==> src/rtl/bcd_preset_entry.sv <==
// Push-button BCD preset editor: debounce, edge detect, auto-repeat and edit FSM driving a one-clock counter load strobe.
// Blinking of the edited value is built only when `PRESET_BLINK_EN is defined; otherwise blink_o is tied low.
module bcd_preset_entry #(
    parameter int DEBOUNCE_LEN = 10,
    parameter int REPEAT_DELAY = 500,
    parameter int REPEAT_RATE  = 100,
    parameter int TIMEOUT      = 5000
) (
    input  logic       CLOCK_50_I,
    input  logic       resetn,
    input  logic       tick_1kHz_i,
    input  logic [3:0] PUSH_BUTTON_N_I,
    input  logic [7:0] current_value_i,
    output logic [7:0] preset_value_o,
    output logic       preset_load_o,
    output logic       edit_active_o,
    output logic       edit_digit_o,
    output logic [7:0] working_value_o,
    output logic       blink_o
);
    localparam int RW = $clog2(REPEAT_DELAY + 1);
    localparam int TW = $clog2(TIMEOUT + 1);

    typedef enum logic [1:0] {IDLE, EDIT_UNITS, EDIT_TENS, COMMIT} state_t;

    state_t                         state_q;
    logic [3:0][DEBOUNCE_LEN-1:0]   shift_q;
    logic [3:0]                     status_q, status_dly_q, edge_ev;
    logic [1:0][RW-1:0]             rpt_q, rpt_d;
    logic [1:0]                     rpt_ev;
    logic [TW-1:0]                  tmo_q;
    logic [7:0]                     preset_q, working_q;
    logic                           load_q, active_q, digit_q;
    logic                           in_edit, inc_raw, dec_raw;
    logic                           ev_commit, ev_sel, ev_inc, ev_dec, accepted;
    logic [3:0]                     sel_nib, new_nib;

    function automatic logic [3:0] bcd_step(input logic [3:0] n, input logic up);
        if (up)
            return (n >= 4'd9) ? 4'd0 : n + 4'd1;
        else
            return (n == 4'd0 || n > 4'd9) ? 4'd9 : n - 4'd1;
    endfunction

    // Status is a registered OR of the tick-sampled history, so it rises one clock after the first sampled press.
    always_ff @(posedge CLOCK_50_I or negedge resetn) begin
        if (!resetn) begin
            shift_q      <= '0;
            status_q     <= '0;
            status_dly_q <= '0;
            rpt_q        <= '0;
        end else begin
            for (int i = 0; i < 4; i++) begin
                if (tick_1kHz_i)
                    shift_q[i] <= {shift_q[i][DEBOUNCE_LEN-2:0], ~PUSH_BUTTON_N_I[i]};
                status_q[i] <= |shift_q[i];
            end
            status_dly_q <= status_q;
            rpt_q        <= rpt_d;
        end
    end

    assign edge_ev = status_q & ~status_dly_q;
    assign in_edit = (state_q == EDIT_UNITS) || (state_q == EDIT_TENS);

    always_comb begin
        rpt_d  = rpt_q;
        rpt_ev = '0;
        for (int j = 0; j < 2; j++) begin
            if (!in_edit || !status_q[j+1]) begin
                rpt_d[j] = '0;
            end else if (tick_1kHz_i) begin
                if (rpt_q[j] == RW'(REPEAT_DELAY - 1)) begin
                    rpt_ev[j] = 1'b1;
                    rpt_d[j]  = RW'(REPEAT_DELAY - REPEAT_RATE);
                end else begin
                    rpt_d[j] = rpt_q[j] + 1'b1;
                end
            end
        end
    end

    // PB0 beats PB3 beats inc/dec; simultaneous inc and dec cancel each other.
    assign inc_raw   = edge_ev[1] | rpt_ev[0];
    assign dec_raw   = edge_ev[2] | rpt_ev[1];
    assign ev_commit = edge_ev[0];
    assign ev_sel    = edge_ev[3] & ~edge_ev[0];
    assign ev_inc    = inc_raw & ~dec_raw & ~edge_ev[0] & ~edge_ev[3];
    assign ev_dec    = dec_raw & ~inc_raw & ~edge_ev[0] & ~edge_ev[3];
    assign accepted  = ev_commit | ev_sel | ev_inc | ev_dec;
    assign sel_nib   = (state_q == EDIT_TENS) ? working_q[7:4] : working_q[3:0];
    assign new_nib   = bcd_step(sel_nib, ev_inc);

    always_ff @(posedge CLOCK_50_I or negedge resetn) begin
        if (!resetn) begin
            state_q   <= IDLE;
            tmo_q     <= '0;
            preset_q  <= 8'h00;
            working_q <= 8'h00;
            load_q    <= 1'b0;
            active_q  <= 1'b0;
            digit_q   <= 1'b0;
        end else begin
            load_q <= 1'b0;
            case (state_q)
                IDLE: begin
                    if (ev_commit) begin
                        working_q <= current_value_i;
                        state_q   <= EDIT_UNITS;
                        tmo_q     <= '0;
                        active_q  <= 1'b1;
                        digit_q   <= 1'b0;
                    end
                end
                EDIT_UNITS, EDIT_TENS: begin
                    if (accepted) begin
                        tmo_q <= '0;
                    end else if (tick_1kHz_i) begin
                        if (tmo_q == TW'(TIMEOUT - 1)) begin
                            tmo_q    <= '0;
                            state_q  <= IDLE;
                            active_q <= 1'b0;
                            digit_q  <= 1'b0;
                        end else begin
                            tmo_q <= tmo_q + 1'b1;
                        end
                    end
                    if (ev_commit) begin
                        state_q  <= COMMIT;
                        active_q <= 1'b0;
                        digit_q  <= 1'b0;
                    end else if (ev_sel) begin
                        state_q <= (state_q == EDIT_UNITS) ? EDIT_TENS : EDIT_UNITS;
                        digit_q <= (state_q == EDIT_UNITS);
                    end else if (ev_inc || ev_dec) begin
                        if (state_q == EDIT_TENS)
                            working_q[7:4] <= new_nib;
                        else
                            working_q[3:0] <= new_nib;
                    end
                end
                COMMIT: begin
                    preset_q <= working_q;
                    load_q   <= 1'b1;
                    state_q  <= IDLE;
                end
                default: state_q <= IDLE;
            endcase
        end
    end

    assign preset_value_o  = preset_q;
    assign preset_load_o   = load_q;
    assign edit_active_o   = active_q;
    assign edit_digit_o    = digit_q;
    assign working_value_o = working_q;

`ifdef PRESET_BLINK_EN
    logic [7:0] blink_cnt_q;
    logic       blink_q;

    // PB3 restarts the phase so the newly selected digit starts visible.
    always_ff @(posedge CLOCK_50_I or negedge resetn) begin
        if (!resetn) begin
            blink_cnt_q <= '0;
            blink_q     <= 1'b0;
        end else if (!in_edit || ev_sel) begin
            blink_cnt_q <= '0;
            blink_q     <= 1'b0;
        end else if (tick_1kHz_i) begin
            if (blink_cnt_q == 8'd249) begin
                blink_cnt_q <= '0;
                blink_q     <= ~blink_q;
            end else begin
                blink_cnt_q <= blink_cnt_q + 1'b1;
            end
        end
    end

    assign blink_o = blink_q & active_q;
`else
    assign blink_o = 1'b0;
`endif
endmodule
==> config.mk <==
export PLATFORM = sky130hd
export DESIGN_NAME = bcd_preset_entry
export DESIGN_NICKNAME = d
export VERILOG_FILES = /design/src/rtl/bcd_preset_entry.sv
export SDC_FILE = /design/constraint.sdc
export NUM_CORES = 1
export LEC_CHECK = 0
export CAP_MARGIN = 25
export CORE_UTILIZATION = 40
export DETAILED_ROUTE_END_ITERATION = 8
export SLEW_MARGIN = 5
export SYNTH_ARGS = -nofsm -noshare
export SYNTH_HDL_FRONTEND = slang
export SYNTH_SLANG_ARGS = --single-unit
==> constraint.sdc <==
create_clock -name CLOCK_50_I -period 4.2 [get_ports CLOCK_50_I]
set_clock_uncertainty 0.05 [all_clocks]
set_input_delay 0.42 -clock CLOCK_50_I [delete_from_list [all_inputs] [get_ports CLOCK_50_I]]
set_output_delay 0.42 -clock CLOCK_50_I [all_outputs]
set_load 0.02 [all_outputs]
Yosys cells after proc, flatten, opt, wreduce, memory -nomap -nowiden --
Index checks and enable logic that the tools add are counted.
Storage, ports and cells: register bits 100, input bits 15, output and inout bits 20, word-level logic and storage cells 135
Cells by class: $add $sub $neg 5, magnitude comparators 2, eq/ne operators 19, multiplexer cells 47, bitwise gates (word level) 22, reduce and logical (&&, ||, !) cells 24
Operator list (count):
- two-way mux 9 bit | 6
- two-way mux 13 bit | 4
- OR reduction 10 bit | 4
- two-way mux 8 bit | 4
- one-hot mux 13 bit (2 select lines) | 1
- two-way mux 4 bit | 6
- adder 9 x 1 -> 9 bit, second input constant | 2
- == test 9 bit, second input constant | 2
- one-hot mux 8 bit (2 select lines) | 1
- two-way mux 1 bit | 15
- two-way mux 2 bit | 7
- adder 13 x 1 -> 13 bit, second input constant | 1
- == test 13 bit, second input constant | 1
- inequality test 2 bit, second input constant | 6
- inequality test 3 bit, second input constant | 4
- inequality test 4 bit, second input constant | 3
- AND reduction 6 bit | 2
- AND reduction 5 bit | 2
- NOT 1 bit | 8
- AND 1 bit | 7
- one-hot mux 2 bit (3 select lines) | 1
- nonzero test 2 bit | 3
- logical OR 1 bit | 5
- OR 1 bit | 5
- other kinds (15) | 19

Logic depth before layout (Yosys ltp) --
Gate-level depths: netlist of run 1.
word-level depth 16, depth in mapped cells 12, gate-level depth less buffers 11

Worst setup path after synthesis of run 1 --
No wires, ideal clock.
kind register to register, start register state_q[0], end register working_q[1] (netlist: working_value_o[1]), setup time 0.128 ns, data arrival time 2.608 ns, data required time 4.022 ns, setup slack 1.415 ns, stages on the path, launching flop included 13, path buffers 1, clock period less this slack 2.785 ns, cells stage by stage dfrtp_1 -> inv_1 -> ha_1 -> clkbuf_1 -> mux2i_1 -> inv_1 -> ha_1 -> or2_2 -> a21oi_1 -> nor4b_1 -> mux2i_1 -> o21ai_0 -> mux2_1
On the way: longest elaborated chain between the ends 16, elaborated cells on any way between the ends 43, classes of those cells add/sub: 2; order compare: 2; eq/ne: 7; mux: 11; bitwise: 10; reduce/logical: 11
RTL lines:
- start, declared | RTL line 26 | state_t state_q;
- start signal, assigned | RTL line 133 | state_q <= (state_q == EDIT_UNITS) ? EDIT_TENS : EDIT_UNITS;
- == test 2 x 1 -> 1 bit or == test 2 bit (tied branches) | RTL line 64, 105, 91
- logical OR 1 bit | RTL line 64 | assign in_edit = (state_q == EDIT_UNITS) || (state_q == EDIT_TENS);
- logical NOT 1 bit | RTL line 70 | if (!in_edit || !status_q[j+1]) begin
- logical OR 1 bit | RTL line 70
- two-way mux 1 bit | RTL line 70
- OR 1 bit | RTL line 85 | assign dec_raw = edge_ev[2] | rpt_ev[1];
- NOT 1 bit | RTL line 88 | assign ev_inc = inc_raw & ~dec_raw & ~edge_ev[0] & ~edge_ev[3];
- AND 1 bit (3 in a row) | RTL line 88
- two-way mux 4 bit | RTL line 39 | if (up)
- two-way mux 4 bit | RTL line 136 | if (state_q == EDIT_TENS)
- two-way mux 8 bit | RTL line 135 | end else if (ev_inc || ev_dec) begin
- two-way mux 8 bit | RTL line 132 | end else if (ev_sel) begin
- two-way mux 8 bit | RTL line 128 | if (ev_commit) begin
- one-hot mux 8 bit (2 select lines) | RTL line 105 | case (state_q)
- end signal, assigned | RTL line 108 | working_q <= current_value_i;
- end signal, assigned | RTL line 139 | working_q[3:0] <= new_nib;
- end, declared | RTL line 32 | logic [7:0] preset_q, working_q;
Parallel ways exist; a longest one is shown, timed or not. The select of a mux whose other input is x is not followed. A chain may end at the register's enable or synchronous reset.

Final worst setup path of run 1 --
Ends and elaborated chain as after synthesis.

==> results of run 1 <==
==> power groups by stage <==
stage | Combinational [mW] | Clock (mW) | Sequential [mW]
floorplan | 0.819 | 0 | 1.46
global placement | 1.27 | 0 | 1.38
detailed placement | 1.29 | 0 | 1.40
CTS | 1.30 | 0.821 | 1.38
global route | 1.42 | 0.846 | 1.42
finish | 1.29 | 0.785 | 1.38
==> synthesized netlist by cell type (3+ instances only) <==
library cell | instances | area share (%)
mux2_1 | 5 | 1.2
dfrtp_1 | 100 | 52
buf_1 | 5 | 0.39
a21oi_1 | 26 | 2.7
mux2_2 | 50 | 12
o21ai_0 | 13 | 1.4
inv_1 | 9 | 0.71
nor4_1 | 11 | 1.4
and3_1 | 5 | 0.65
mux2i_1 | 9 | 1.9
xor2_1 | 8 | 1.5
nand4_1 | 7 | 0.91
xnor2_1 | 3 | 0.55
nand3_1 | 20 | 2.1
nor2_1 | 34 | 2.7
clkbuf_1 | 4 | 0.31
ha_1 | 10 | 2.6
buf_4 | 3 | 0.47
o31ai_1 | 4 | 0.63
nand2_1 | 28 | 2.2
nand2b_1 | 5 | 0.65
or4_1 | 4 | 0.63
nor3_1 | 5 | 0.52
nand2_2 | 3 | 0.39
or3_1 | 6 | 0.78
==> path summary, 6_finish.rpt <==
| kind | to | depth (start not counted) | start |
|---|---|---|---|
| max | working_value_o[1] | 8 | state_q[0] |
| min | tmo_q[3] | 1 | resetn |
| max reg2reg | working_value_o[1] | 8 | state_q[0] |
| min reg2reg | status_dly_q[3] | 0 | status_q[3] |
| max in group asynchronous | rpt_q[9] | 2 | resetn |
| min in group CLOCK_50_I | status_dly_q[3] | 0 | status_q[3] |
==> stage by stage <==
stage	hold WS, ns	instance area (sq um)	util [%]
detailed placement	0.319	5250	45.4
CTS	0.198	5530	47.8
global placement	0.305	5250	45.4
finish	0.140	5530	47.8
global route	0.227	5530	47.8
floorplan	0.0744	4790	-
==> cells by family (layout without fill, tap and decap cells) <==
kind of cell             Yosys count  count (layout)  synth area share (%)
AO/OA/AOI/OAI                     69              69                  9.69
buffers and inverters             25              62                  2.25
XOR/XNOR                          11              11                  2.01
other                              1               1                0.0783
AND/OR/NAND/NOR                  145             145                  16.0
adder cells (fa/ha/maj)           10              10                  2.61
flip-flops                       100             100                  52.2
multiplexers                      65              65                  15.1
==> per-layer routing <==
metal  part of all wire, %  routed length [um]  vias up  track usage (%)
li1                      -                   -     1619                -
met1                    49                4320     1644             20.5
met2                    48                4230       34             25.4
met3                   2.6                 229        9             3.43
met4                  0.93                  82        0             4.59
met5                     0                   0        -                0
==> cell type report <==
class / instances / area [sq um] / area share [%]
multi-input combinational: 301 / 2180 / 39.4
sequential: 100 / 2500 / 45.3
timing repair buffer: 36 / 345 / 6.25
tap: 143 / 179 / 3.24
clock buffer: 9 / 225 / 4.08
clock inverter: 6 / 53.8 / 0.974
inverter: 11 / 41.3 / 0.747
==> registers in the layout (all words and copies together), names as in the netlist <==
signal           cells
tmo_q               13
edit_active_o        1
status_q             4
state_q              2
shift_q             40
status_dly_q         4
working_value_o      8
rpt_q               18
preset_value_o       8
preset_load_o        1
edit_digit_o         1
==> results.py, run 1 <==
metrics = {
    "synth": {
        "synth_warnings": 0,
        "ys_seq_area_share_pct": 52.2,
        "ys_ff_latch": 100,
        "syn-num-nets": 451,
        "ys_types": 63,
        "syn_area_sq_um": 4790,
        "async_flop_share_pct": 100,
        "avgSynthCellArea_sq_um": 11.2,
        "syn_inst": 426,
        "synth_flop_cell": "dfrtp_1",
        "synth_edf_count": 0,
    },
    "finish": {
        "final_common_cell": "dfrtp_1",
        "stdcell_count": 606,
        "antennaDiodeCount": 0,
        "final_cell_mix": "100 x dfrtp_1, 50 x mux2_2, 34 x nor2_1, 31 x clkdlybuf4s50_1, 28 x nand2_1",
        "fillers": 1042,
        "syn_to_final_growth_pct": 15.4,
        "nNetsFinal": 484,
        "final_layout_size_suffix_gt1_share_pct": 18.4,
    },
    "power": {
        "total_power_mw": 3.45,
        "clkPwrFrac_pct": 22.7,
        "seqPwrFrac_pct": 39.9,
        "total_leakage_power_nw": 2.34,
        "combPwrFrac_pct": 37.3,
        "power.switching_mw": 1.25,
        "powerDensity_nw_per_um2": 624,
        "intPower_mw": 2.20,
        "ir_drop_uv": 385,
        "swShare_pct": 36.3,
    },
    "min_path": {
        "hp-class": "input pin to asynchronous set/reset pin",
    },
    "timing": {
        "slew_headroom_pct": 38.9,
        "period_share_pct": 80.4,
        "hold_viol": 0,
        "fmax_mhz": 296,
        "final-setup-viol-count": 0,
        "slew_viol_final": 0,
        "rsz0062_at_grt": "no",
        "worst_pin_slew_ns": 0.916,
        "fin_ws_ns": 0.822,
        "period_needed_ns": 3.38,
        "tns_ns": 0,
    },
    "cts": {
        "insertion_delay_ns": 0.35,
        "clockBufferDepth": 2,
        "cts.sinks": 100,
        "postCtsSetupBuffers": 0,
        "cts_max_level": 3,
        "cts_hold_buf": 0,
        "cts_tree": "yes",
        "clock-root-buffer": "clkbuf_16",
        "ctsResizeCount": 0,
        "clk_pin_slew_ns": 0.07,
        "numCtsBuffers": 9,
    },
    "setup_path": {
        "startpoint_type": "flop",
        "cp_data_arrival_time_ns": 3.55,
        "crit_chain": "inv_1 > ha_1 > nand2_2 > o41ai_2 > or4b_1 > mux2i_1 > o21ai_0 > mux2_1",
        "critPathMaxStageDelay_ns": 0.70,
        "slowest_stage": "ha_1",
        "path_class": "flop to flop",
        "cp_top_family": "simple AND/OR/NAND/NOR gates",
        "crit_path_max_fanout": 19,
        "path_buf_inv": 1,
        "crit_required_ns": 4.37,
        "end_kind": "flop",
        "ff2ff_setup_slack_ns": 0.82,
    },
    "drt": {
        "drt_iter0_markers": 194,
        "drt_wl_total_um": 8860,
        "ant_nets": 0,
        "route.detailed.drc": 12,
        "post_drt_via_cell_ratio": 5.46,
        "via_count": 3306,
        "wire_per_inst_um": 14.6,
        "drtPass1Iterations": 6,
    },
    "floorplan": {
        "die_area_sq_um": 12400,
        "start_util_pct": 41.4,
        "dieWidth_um": 111,
        "io_pins": 35,
        "rows": 39,
        "die_h_um": 111,
        "core_sq_um": 11600,
    },
    "placement": {
        "place_hpwl_um": 5990,
        "place_ws_ns": 0.831,
        "dpl.cell_count": 591,
        "portBuffers": 33,
        "gp_congestion": 0.820,
    },
    "grt": {
        "grtUsageTotal_pct": 15.5,
        "grt_overflow": 0,
        "grt_max_degree": 74,
        "antenna_found_initial": 0,
        "grt_pass1_wl_um": 15600,
        "grt_pass1_vias": 3299,
    },
    "outcome": {
        "outcome": "complete, but fails checks",
        "violations": "DRC",
    },
    "job": {
        "cap_violations": 0,
    },
}
Note: power is estimated with default switching activity, not from simulation.
==> run 2, diff against run 1 <==
==> constraint.sdc (replaced) <==
create_clock -name CLOCK_50_I -period 3.4 [get_ports CLOCK_50_I]
set_clock_uncertainty 0.05 [all_clocks]
set_input_delay 0.34 -clock CLOCK_50_I [delete_from_list [all_inputs] [get_ports CLOCK_50_I]]
set_output_delay 0.34 -clock CLOCK_50_I [all_outputs]
set_load 0.02 [all_outputs]
==> results.py, run 2 (same netlist as run 1, synthesis figures left out) <==
metrics = {
    "setup_path": {
        "startpoint_type": "flop",
        "crit_required_ns": 3.57,
        "cp_data_arrival_time_ns": 3.10,
        "path_class": "flop to flop",
        "slowest_stage": "mux2i_1",
        "crit_chain": "inv_1 > ha_1 > mux2i_1 > ha_1 > inv_1 > a31o_2 > and3_1 > mux2i_1 > o21ai_0 > mux2_1",
        "crit_path_max_fanout": 8,
        "critPathMaxStageDelay_ns": 0.52,
        "path_buf_inv": 2,
        "end_kind": "flop",
        "cp_top_family": "multiplexers",
    },
    "power": {
        "powerDensity_nw_per_um2": 774,
        "seqPwrFrac_pct": 39.6,
        "power.switching_mw": 1.56,
        "clkPwrFrac_pct": 22.6,
        "swShare_pct": 36.2,
        "intPower_mw": 2.75,
        "ir_drop_uv": 379,
        "total_leakage_power_nw": 2.36,
        "combPwrFrac_pct": 37.8,
    },
    "floorplan": {
        "core_sq_um": 11600,
        "rows": 39,
        "die_area_sq_um": 12400,
        "start_util_pct": 41.4,
        "io_pins": 35,
        "die_h_um": 111,
        "dieWidth_um": 111,
    },
    "timing": {
        "fmax_mhz": 342,
        "tns_ns": 0,
        "slew_headroom_pct": 51.9,
        "period_share_pct": 86.0,
        "final-setup-viol-count": 0,
        "worst_pin_slew_ns": 0.722,
        "hold_viol": 3,
        "slew_viol_final": 0,
        "rsz0062_at_grt": "no",
        "period_needed_ns": 2.92,
        "hold_ws_ns": -0.00689,
    },
    "grt": {
        "grt_max_degree": 58,
        "grt_pass1_vias": 3396,
        "antenna_found_initial": 0,
        "grt_pass1_wl_um": 16000,
        "grtUsageTotal_pct": 15.8,
        "grt_overflow": 0,
    },
    "drt": {
        "post_drt_via_cell_ratio": 5.40,
        "met2_length_um": 4220,
        "top_layer": "met4",
        "via_count": 3298,
        "wire_per_inst_um": 14.6,
        "route.detailed.drc": 13,
        "drt_wl_total_um": 8930,
        "ant_nets": 0,
        "wl_met1_um": 4290,
        "drtPass1Iterations": 7,
        "wl_met3_um": 311,
        "drt_iter0_markers": 206,
    },
    "finish": {
        "final_cell_mix": "100 x dfrtp_1, 50 x mux2_2, 34 x nor2_1, 31 x clkdlybuf4s50_1, 28 x nand2_1",
        "final_layout_size_suffix_gt1_share_pct": 19.0,
        "fillers": 1091,
        "nNetsFinal": 488,
        "antennaDiodeCount": 0,
        "final_common_cell": "dfrtp_1",
        "largest_register": "shift_q",
        "top_regs": "shift_q (40), rpt_q (18), tmo_q (13)",
        "syn_to_final_growth_pct": 16.1,
        "largest_reg_flops": 40,
    },
    "cts": {
        "cts_max_level": 3,
        "postCtsSetupBuffers": 0,
        "clk_pin_slew_ns": 0.07,
        "numCtsBuffers": 9,
        "cts_hold_buf": 0,
        "cts_tree": "yes",
        "cts.sinks": 100,
        "clockBufferDepth": 2,
        "ctsResizeCount": 0,
        "clock-root-buffer": "clkbuf_16",
        "insertion_delay_ns": 0.34,
    },
    "placement": {
        "place_hpwl_um": 6100,
        "portBuffers": 33,
        "gp_congestion": 0.809,
    },
    "outcome": {
        "outcome": "complete, but fails checks",
        "violations": "DRC, hold timing",
    },
    "min_path": {
        "hp-class": "input pin to asynchronous set/reset pin",
    },
    "job": {
        "cap_violations": 0,
    },
}
==> run 2: final timing paths <==
| check | from | end | slack (ns) | depth (start not counted) |
|---|---|---|---|---|
| min | resetn | rpt_q[15] | -0.007 | 1 |
| min reg2reg | status_q[3] | status_dly_q[3] | 0.34 | 0 |
| min in group CLOCK_50_I | status_q[3] | status_dly_q[3] | 0.34 | 0 |
| max in group asynchronous | resetn | tmo_q[2] | 2.51 | 2 |
| max | state_q[0] | working_value_o[1] | 0.48 | 10 |
| max reg2reg | state_q[0] | working_value_o[1] | 0.48 | 10 |
==> run 2: final cells by class <==
| cell class | instances | area (sq um) | area share, % |
|---|---|---|---|
| Multi-Input combinational cell | 301 | 2180 | 39.2 |
| Tap cell | 143 | 179 | 3.22 |
| Inverter | 11 | 41.3 | 0.742 |
| Clock inverter | 6 | 56.3 | 1.01 |
| Sequential cell | 100 | 2500 | 45.0 |
| Timing Repair Buffer | 40 | 375 | 6.75 |
| Clock buffer | 10 | 229 | 4.12 |
==> run 2: power groups by stage <==
| stage | registers, mW | logic [mW] | clock network (mW) |
|---|---|---|---|
| 2_1_floorplan | 1.80 | 1.01 | 0 |
| 3_3_place_gp | 1.71 | 1.61 | 0 |
| 3_5_place_dp | 1.73 | 1.63 | 0 |
| 4_1_cts | 1.70 | 1.64 | 1.01 |
| 5_1_grt | 1.75 | 1.80 | 1.06 |
| 6_report | 1.70 | 1.63 | 0.975 |
==> run 2: per-layer routing <==
layer  vias to the layer above  global-route usage (%)
met5                         -                       0
met3                        10                    4.19
met1                      1621                    20.2
met2                        48                    26.7
li1                       1619                       -
met4                         0                    4.05
==> run 2: per-stage QoR <==
stage | area [sq um] | util (%) | std cells | total power [mW] | worst slack (ns)
after floorplan | 4790 | - | 426 | 2.81 | 0.615
after global placement | 5280 | 45.6 | 595 | 3.31 | 0.559
after detailed placement | 5280 | 45.6 | 595 | 3.36 | 0.517
after CTS | 5560 | 48.1 | 611 | 4.36 | 0.461
after global routing | 5560 | 48.1 | 611 | 4.61 | 0.257
final | 5560 | 48.1 | 611 | 4.31 | 0.477
